--- src/rtl/i2s_rx_pkg.sv ---
// Shared I2S definitions: word-select levels, FSM encodings, small helpers.
package i2s_rx_pkg;

   // LRCK level meaning in Philips format
   localparam logic WS_LEFT  = 1'b0;
   localparam logic WS_RIGHT = 1'b1;

   // Depth of the input synchronisers (all three pins see the same delay)
   localparam int SYNC_STAGES = 2;

   // Frame-alignment state, shared with the transmit side
   typedef enum logic [1:0] {
      ST_HUNT = 2'd0,
      ST_SYNC = 2'd1,
      ST_RUN  = 2'd2
   } i2s_state_e;

   // A slot is short when it delivered fewer bits than one captured word
   function automatic logic is_short(input int bits_rx, input int word_size);
      return (bits_rx < word_size);
   endfunction

endpackage

--- src/rtl/i2s_rx_if.sv ---
// Serial input pins and parallel sample outputs of the I2S receiver.
interface i2s_rx_if #(
   parameter int WORD_SIZE = 24
);
   logic                 i_bck;
   logic                 i_lrck;
   logic                 i_din;
   logic [WORD_SIZE-1:0] o_l_data;
   logic [WORD_SIZE-1:0] o_r_data;
   logic                 o_valid;
   logic                 o_short;

   // Source of the serial stream / consumer of the samples
   modport master (
      output i_bck, i_lrck, i_din,
      input  o_l_data, o_r_data, o_valid, o_short
   );

   // The receiver itself
   modport slave (
      input  i_bck, i_lrck, i_din,
      output o_l_data, o_r_data, o_valid, o_short
   );
endinterface

--- src/rtl/i2s_rx_sync_edge.sv ---
// N-stage synchroniser with registered rise/fall pulses of the synchronised level.
module sync_edge #(
   parameter int STAGES = 2
) (
   input  logic clk,
   input  logic rst_n,
   input  logic d,
   output logic q,
   output logic rise,
   output logic fall
);

   logic [STAGES-1:0] sync_q, sync_d;
   logic              prev_q, prev_d;
   logic              rise_q, rise_d;
   logic              fall_q, fall_d;

   // Shift the pin through the chain and compare against the previous sample
   always_comb begin
      sync_d = {sync_q[STAGES-2:0], d};
      prev_d = sync_q[STAGES-1];
      rise_d = sync_q[STAGES-1] & ~prev_q;
      fall_d = ~sync_q[STAGES-1] & prev_q;
   end

   // Synchroniser and edge-detect registers
   always_ff @(posedge clk or negedge rst_n) begin
      if (!rst_n) begin
         sync_q <= '0;
         prev_q <= 1'b0;
         rise_q <= 1'b0;
         fall_q <= 1'b0;
      end else begin
         sync_q <= sync_d;
         prev_q <= prev_d;
         rise_q <= rise_d;
         fall_q <= fall_d;
      end
   end

   assign q    = sync_q[STAGES-1];
   assign rise = rise_q;
   assign fall = fall_q;

endmodule

--- src/rtl/i2s_rx.sv ---
// I2S (Philips) receiver: oversamples BCK/LRCK/DIN on i_clk, deserialises
// MSB-first slots and presents each completed L/R pair with a 1-cycle strobe.
module i2s_rx
   import i2s_rx_pkg::*;
#(
   parameter int WORD_SIZE = 24,
   parameter int SLOT_MAX  = 32
) (
   input  logic   i_clk,
   input  logic   i_rst_n,
   i2s_rx_if.slave bus
);

   localparam int CW = $clog2(SLOT_MAX + 1);
   localparam logic [WORD_SIZE-1:0] MSB_ONE = {1'b1, {(WORD_SIZE-1){1'b0}}};

   logic bck_rise;
   logic ws_s, din_s;
   logic bck_q_unused, bck_fall_unused;
   logic lrck_rise_unused, lrck_fall_unused;
   logic din_rise_unused, din_fall_unused;

   sync_edge #(.STAGES(SYNC_STAGES)) u_sync_bck (
      .clk(i_clk), .rst_n(i_rst_n), .d(bus.i_bck),
      .q(bck_q_unused), .rise(bck_rise), .fall(bck_fall_unused)
   );

   sync_edge #(.STAGES(SYNC_STAGES)) u_sync_lrck (
      .clk(i_clk), .rst_n(i_rst_n), .d(bus.i_lrck),
      .q(ws_s), .rise(lrck_rise_unused), .fall(lrck_fall_unused)
   );

   sync_edge #(.STAGES(SYNC_STAGES)) u_sync_din (
      .clk(i_clk), .rst_n(i_rst_n), .d(bus.i_din),
      .q(din_s), .rise(din_rise_unused), .fall(din_fall_unused)
   );

   i2s_state_e           state_q, state_d;
   logic                 ws_prev_q, ws_prev_d;
   logic [CW-1:0]        cnt_q, cnt_d;
   logic [WORD_SIZE-1:0] shreg_q, shreg_d;
   logic [WORD_SIZE-1:0] l_hold_q, l_hold_d;
   logic [WORD_SIZE-1:0] r_hold_q, r_hold_d;
   logic [WORD_SIZE-1:0] l_data_q, l_data_d;
   logic [WORD_SIZE-1:0] r_data_q, r_data_d;
   logic                 valid_q, valid_d;
   logic                 short_q, short_d;
   logic [WORD_SIZE-1:0] shreg_nx;

   // Per-bit-tick capture, slot close and frame-alignment FSM
   always_comb begin
      state_d   = state_q;
      ws_prev_d = ws_prev_q;
      cnt_d     = cnt_q;
      shreg_d   = shreg_q;
      l_hold_d  = l_hold_q;
      r_hold_d  = r_hold_q;
      l_data_d  = l_data_q;
      r_data_d  = r_data_q;
      valid_d   = 1'b0;
      short_d   = short_q;

      // Shift register with the current bit merged in; bits past the word are dropped
      shreg_nx = shreg_q;
      if ((cnt_q < CW'(WORD_SIZE)) && din_s)
         shreg_nx = shreg_q | (MSB_ONE >> cnt_q);

      if (bck_rise) begin
         ws_prev_d = ws_s;
         if (ws_s != ws_prev_q) begin
            // The bit at an LRCK change is the LSB of the slot that just ended
            shreg_d = '0;
            cnt_d   = '0;
            if (state_q != ST_HUNT) begin
               if (ws_prev_q == WS_LEFT) l_hold_d = shreg_nx;
               else                      r_hold_d = shreg_nx;
               if (is_short(int'(cnt_q) + 1, WORD_SIZE)) short_d = 1'b1;
            end
            case (state_q)
               ST_HUNT: state_d = ST_SYNC;
               ST_SYNC: state_d = ST_RUN;
               ST_RUN: begin
                  if (ws_prev_q == WS_RIGHT) begin
                     valid_d  = 1'b1;
                     l_data_d = l_hold_q;
                     r_data_d = shreg_nx;
                  end
               end
               default: state_d = ST_HUNT;
            endcase
         end else begin
            shreg_d = shreg_nx;
            if (cnt_q != CW'(SLOT_MAX)) cnt_d = cnt_q + 1'b1;
         end
      end
   end

   // State and output registers
   always_ff @(posedge i_clk or negedge i_rst_n) begin
      if (!i_rst_n) begin
         state_q   <= ST_HUNT;
         ws_prev_q <= 1'b0;
         cnt_q     <= '0;
         shreg_q   <= '0;
         l_hold_q  <= '0;
         r_hold_q  <= '0;
         l_data_q  <= '0;
         r_data_q  <= '0;
         valid_q   <= 1'b0;
         short_q   <= 1'b0;
      end else begin
         state_q   <= state_d;
         ws_prev_q <= ws_prev_d;
         cnt_q     <= cnt_d;
         shreg_q   <= shreg_d;
         l_hold_q  <= l_hold_d;
         r_hold_q  <= r_hold_d;
         l_data_q  <= l_data_d;
         r_data_q  <= r_data_d;
         valid_q   <= valid_d;
         short_q   <= short_d;
      end
   end

   assign bus.o_l_data = l_data_q;
   assign bus.o_r_data = r_data_q;
   assign bus.o_valid  = valid_q;
   assign bus.o_short  = short_q;

endmodule

--- src/flat_wrapper.sv ---
// flat-port wrapper written by rule: the top's interface ports become plain ports
module i2s_rx_flat import i2s_rx_pkg::*;
#(
   parameter int WORD_SIZE = 24,
   parameter int SLOT_MAX  = 32
)
  (i_clk, i_rst_n, bus_i_bck, bus_i_lrck, bus_i_din, bus_o_l_data, bus_o_r_data, bus_o_valid, bus_o_short);
  i2s_rx_if #(.WORD_SIZE(WORD_SIZE)) bus_i ();
  input  logic i_clk;
  input  logic i_rst_n;
  input wire logic [$bits(bus_i.i_bck)-1:0] bus_i_bck;
  input wire logic [$bits(bus_i.i_lrck)-1:0] bus_i_lrck;
  input wire logic [$bits(bus_i.i_din)-1:0] bus_i_din;
  output wire logic [$bits(bus_i.o_l_data)-1:0] bus_o_l_data;
  output wire logic [$bits(bus_i.o_r_data)-1:0] bus_o_r_data;
  output wire logic [$bits(bus_i.o_valid)-1:0] bus_o_valid;
  output wire logic [$bits(bus_i.o_short)-1:0] bus_o_short;
  assign bus_i.i_bck = bus_i_bck;
  assign bus_i.i_lrck = bus_i_lrck;
  assign bus_i.i_din = bus_i_din;
  assign bus_o_l_data = bus_i.o_l_data;
  assign bus_o_r_data = bus_i.o_r_data;
  assign bus_o_valid = bus_i.o_valid;
  assign bus_o_short = bus_i.o_short;
  i2s_rx #(.WORD_SIZE(WORD_SIZE), .SLOT_MAX(SLOT_MAX)) u_core (.i_clk(i_clk), .i_rst_n(i_rst_n), .bus(bus_i));
endmodule
--- config.mk ---
export PLATFORM = sky130hd
export DESIGN_NAME = i2s_rx_flat
export DESIGN_NICKNAME = d
export VERILOG_FILES = /design/src/rtl/i2s_rx_pkg.sv /design/src/rtl/i2s_rx_if.sv /design/src/rtl/i2s_rx_sync_edge.sv /design/src/rtl/i2s_rx.sv /design/src/flat_wrapper.sv
export SDC_FILE = /design/constraint.sdc
export NUM_CORES = 1
export LEC_CHECK = 0
export CAP_MARGIN = 20
export CORE_MARGIN = 4
export CORE_UTILIZATION = 48
export DETAILED_ROUTE_END_ITERATION = 8
export PLACE_DENSITY = 0.78
export SYNTH_ARGS = -nofsm -noshare
export SYNTH_HDL_FRONTEND = slang
export SYNTH_HIERARCHICAL = 1
export SYNTH_SLANG_ARGS = --single-unit
--- constraint.sdc ---
create_clock -name i_clk -period 2.9 [get_ports i_clk]
set_clock_uncertainty 0.1 [all_clocks]
set_input_delay 0.29 -clock i_clk [delete_from_list [all_inputs] [get_ports i_clk]]
set_output_delay 0.29 -clock i_clk [all_outputs]
set_load 0.01 [all_outputs]
==> impl_metrics.env <==
export IMPL_max_stage_delay_ps=710
export IMPL_seq_power_share_pct=39.4
export IMPL_dp_slack_ps=704
export IMPL_cp_max_fo=52
export IMPL_wirelength_microns=9740
export IMPL_antenna_left=0
export IMPL_hold_viol=0
export IMPL_dieHeight_microns=105
export IMPL_combinationalPowerShare_pct=24.7
export IMPL_die_w_microns=105
export IMPL_power_internal_mw=4.45
export IMPL_power_frac_clock_pct=35.9
export IMPL_synthesis_nets=419
export IMPL_max_slew_margin_pct=45.5
export IMPL_crit_chain="inv_2 > nor4_4 > buf_4 > mux2_2"
export IMPL_whs_ps=126
export IMPL_worstSkewPairLatency_ps=500
export IMPL_slew_viol_final=0
export IMPL_cts_tree="yes"
export IMPL_maxCapViolations=0
export IMPL_dieArea_sq_um=11100
export IMPL_period_minus_slack_ps=2240
export IMPL_peakVddDrop_uv=443
export IMPL_cp_slowest_cell="dfrtp_1"
export IMPL_crit_type="register to register"
export IMPL_std_cell_rows=35
export IMPL_cts_resized=0
export IMPL_cts_inserted_buffers=17
export IMPL_io_pins=55
export IMPL_root_buffer="clkbuf_8"
export IMPL_fin_cells=584
export IMPL_cts_sinks=115
export IMPL_fin_nets=470
export IMPL_max_freq_mhz=447
export IMPL_fin_util_pct=62.9
export IMPL_fin_ws_ps=665
export IMPL_viasPerCell=5.49
export IMPL_dr_pass1_iters=4
export IMPL_period_share_pct=77.1
export IMPL_grt_pass1_wl_microns=16500
export IMPL_cp_start_kind="register"
export IMPL_grt_max_degree=53
export IMPL_core_sq_um=9200
export IMPL_grt_pass1_vias=3303
export IMPL_cts_setup_buffers=0
export IMPL_drive_above_1_share_pct=14.8
export IMPL_p_leak_nw=2.62
export IMPL_required_ps=3180
export IMPL_track_usage_pct=18.8
export IMPL_post_drt_wl_per_cell_microns=16.7
export IMPL_tightest_slew_ps=815
export IMPL_netSwitchingPower_mw=1.75
export IMPL_hp_class="primary input to register"
export IMPL_fin_setup_tns_ps=0
export IMPL_drc=0
export IMPL_syn_area_sq_um=4530
export IMPL_synth_cells=409
export IMPL_start_util_pct=49.3
export IMPL_syn2layout_area_growth_pct=27.6
export IMPL_avgSynthCellArea_sq_um=11.1
export IMPL_hpwl_microns=6070
export IMPL_diodes=0
export IMPL_yosysWarnings=6
export IMPL_cts_clk_slew_worst_paths_ps=50
export IMPL_finalSetupViolCount=0
export IMPL_vias=3209
export IMPL_swShare_pct=28.2
export IMPL_cts_buffer_depth=2
export IMPL_gp_congestion=0.808
export IMPL_p_per_area_nw_per_um2=1070
export IMPL_crit_path_end_kind="register"
export IMPL_htreeDepth=4
export IMPL_dp_cells=551
export IMPL_grt_overflow_total=0
export IMPL_fillers=697
export IMPL_drtIter0Drc=222
export IMPL_status="completed"
export IMPL_portBuffers=54
export IMPL_rsz0062_at_grt="no"
export IMPL_antenna_found_initial=0
export IMPL_crit_arrival_ps=2520
path summary, 6_finish.rpt:
kind	slack, ps	end	start	depth (start not counted)
worst max-delay path	660	u_core/bus.o_l_data[14]	u_core/u_sync_bck/rise	4
worst min register to register	250	u_core/u_sync_lrck/sync_q[1]	u_core/u_sync_lrck/sync_q[0]	0
worst min-delay path	130	u_core/u_sync_lrck/sync_q[0]	bus_i_lrck	1
max in group asynchronous	1710	u_core/l_hold_q[13]	i_rst_n	3
min in group asynchronous	160	u_core/bus.o_r_data[11]	i_rst_n	2
worst max register to register	660	u_core/bus.o_l_data[14]	u_core/u_sync_bck/rise	4
cells in the final DEF, fill, tap and decap left out, types with 2 or more instances in the layout:
cell / n
clkbuf_16: 16
buf_4: 7
nor2_1: 80
a21oi_1: 90
mux2_2: 26
and3b_1: 2
a41oi_1: 2
a31oi_1: 7
clkinv_4: 2
nand3_1: 4
xnor2_1: 2
clkdlybuf4s50_1: 53
nand2_1: 6
inv_1: 4
clkinv_2: 3
dfrtp_1: 115
clkbuf_8: 2
o21ai_0: 6
ha_1: 5
bufinv_16: 5
clkinvlp_4: 2
a31o_2: 2
nor2b_1: 5
and3_1: 3
and2_1: 7
sequential cells by signal (all words and copies together), names as in the netlist, 2 cells and up:
register / cells
u_core/bus.o_l_data: 24
u_core/bus.o_r_data: 24
u_core/cnt_q: 6
u_core/l_hold_q: 24
u_core/shreg_q: 24
u_core/state_q: 2
u_core/u_sync_bck/sync_q: 2
u_core/u_sync_din/sync_q: 2
u_core/u_sync_lrck/sync_q: 2
critical path: cells and delay by family, from the launching register on:
family	cells	cell delay, ps
buffers and inverters	2	620
and+or+nand+nor	1	250
muxes	1	400
DFF	1	710
cell type report:
cell class                      count  area (sq um)  share of cell area, %
Multi-Input combinational cell    259          1500                   25.9
Clock buffer                       19           432                   7.46
Sequential cell                   115          2880                   49.7
Inverter                            5          18.8                  0.324
Clock inverter                     13           206                   3.57
Tap cell                          111           139                   2.40
Timing Repair Buffer               62           613                   10.6
metrics by stage:
stage | total power [mW] | instance area, sq um
floorplan | 3.18 | 4530
global placement | 3.91 | 5140
detailed placement | 3.98 | 5140
CTS | 6.25 | 5790
global route | 6.54 | 5790
finish | 6.20 | 5790
power groups by stage:
stage	clock network, mW	registers (mW)	logic [mW]
after floorplan	0	2.52	0.658
after global placement	0	2.44	1.47
after detailed placement	0	2.47	1.52
after CTS	2.25	2.45	1.55
after global routing	2.33	2.53	1.68
final	2.22	2.44	1.53
repair_timing:
action	CTS	global route
endpoints found under the setup margin	0	0
hold endpoints to repair	29	0
hold buffers	1	0
layer usage:
metal	global-route usage (%)	wire (microns)	up-vias
li1	-	-	1505
met1	23.5	4160	1573
met2	30.9	4830	109
met3	5.37	490	22
met4	7.50	252	0
met5	0	0	-
(Power assumes the default switching activity.)
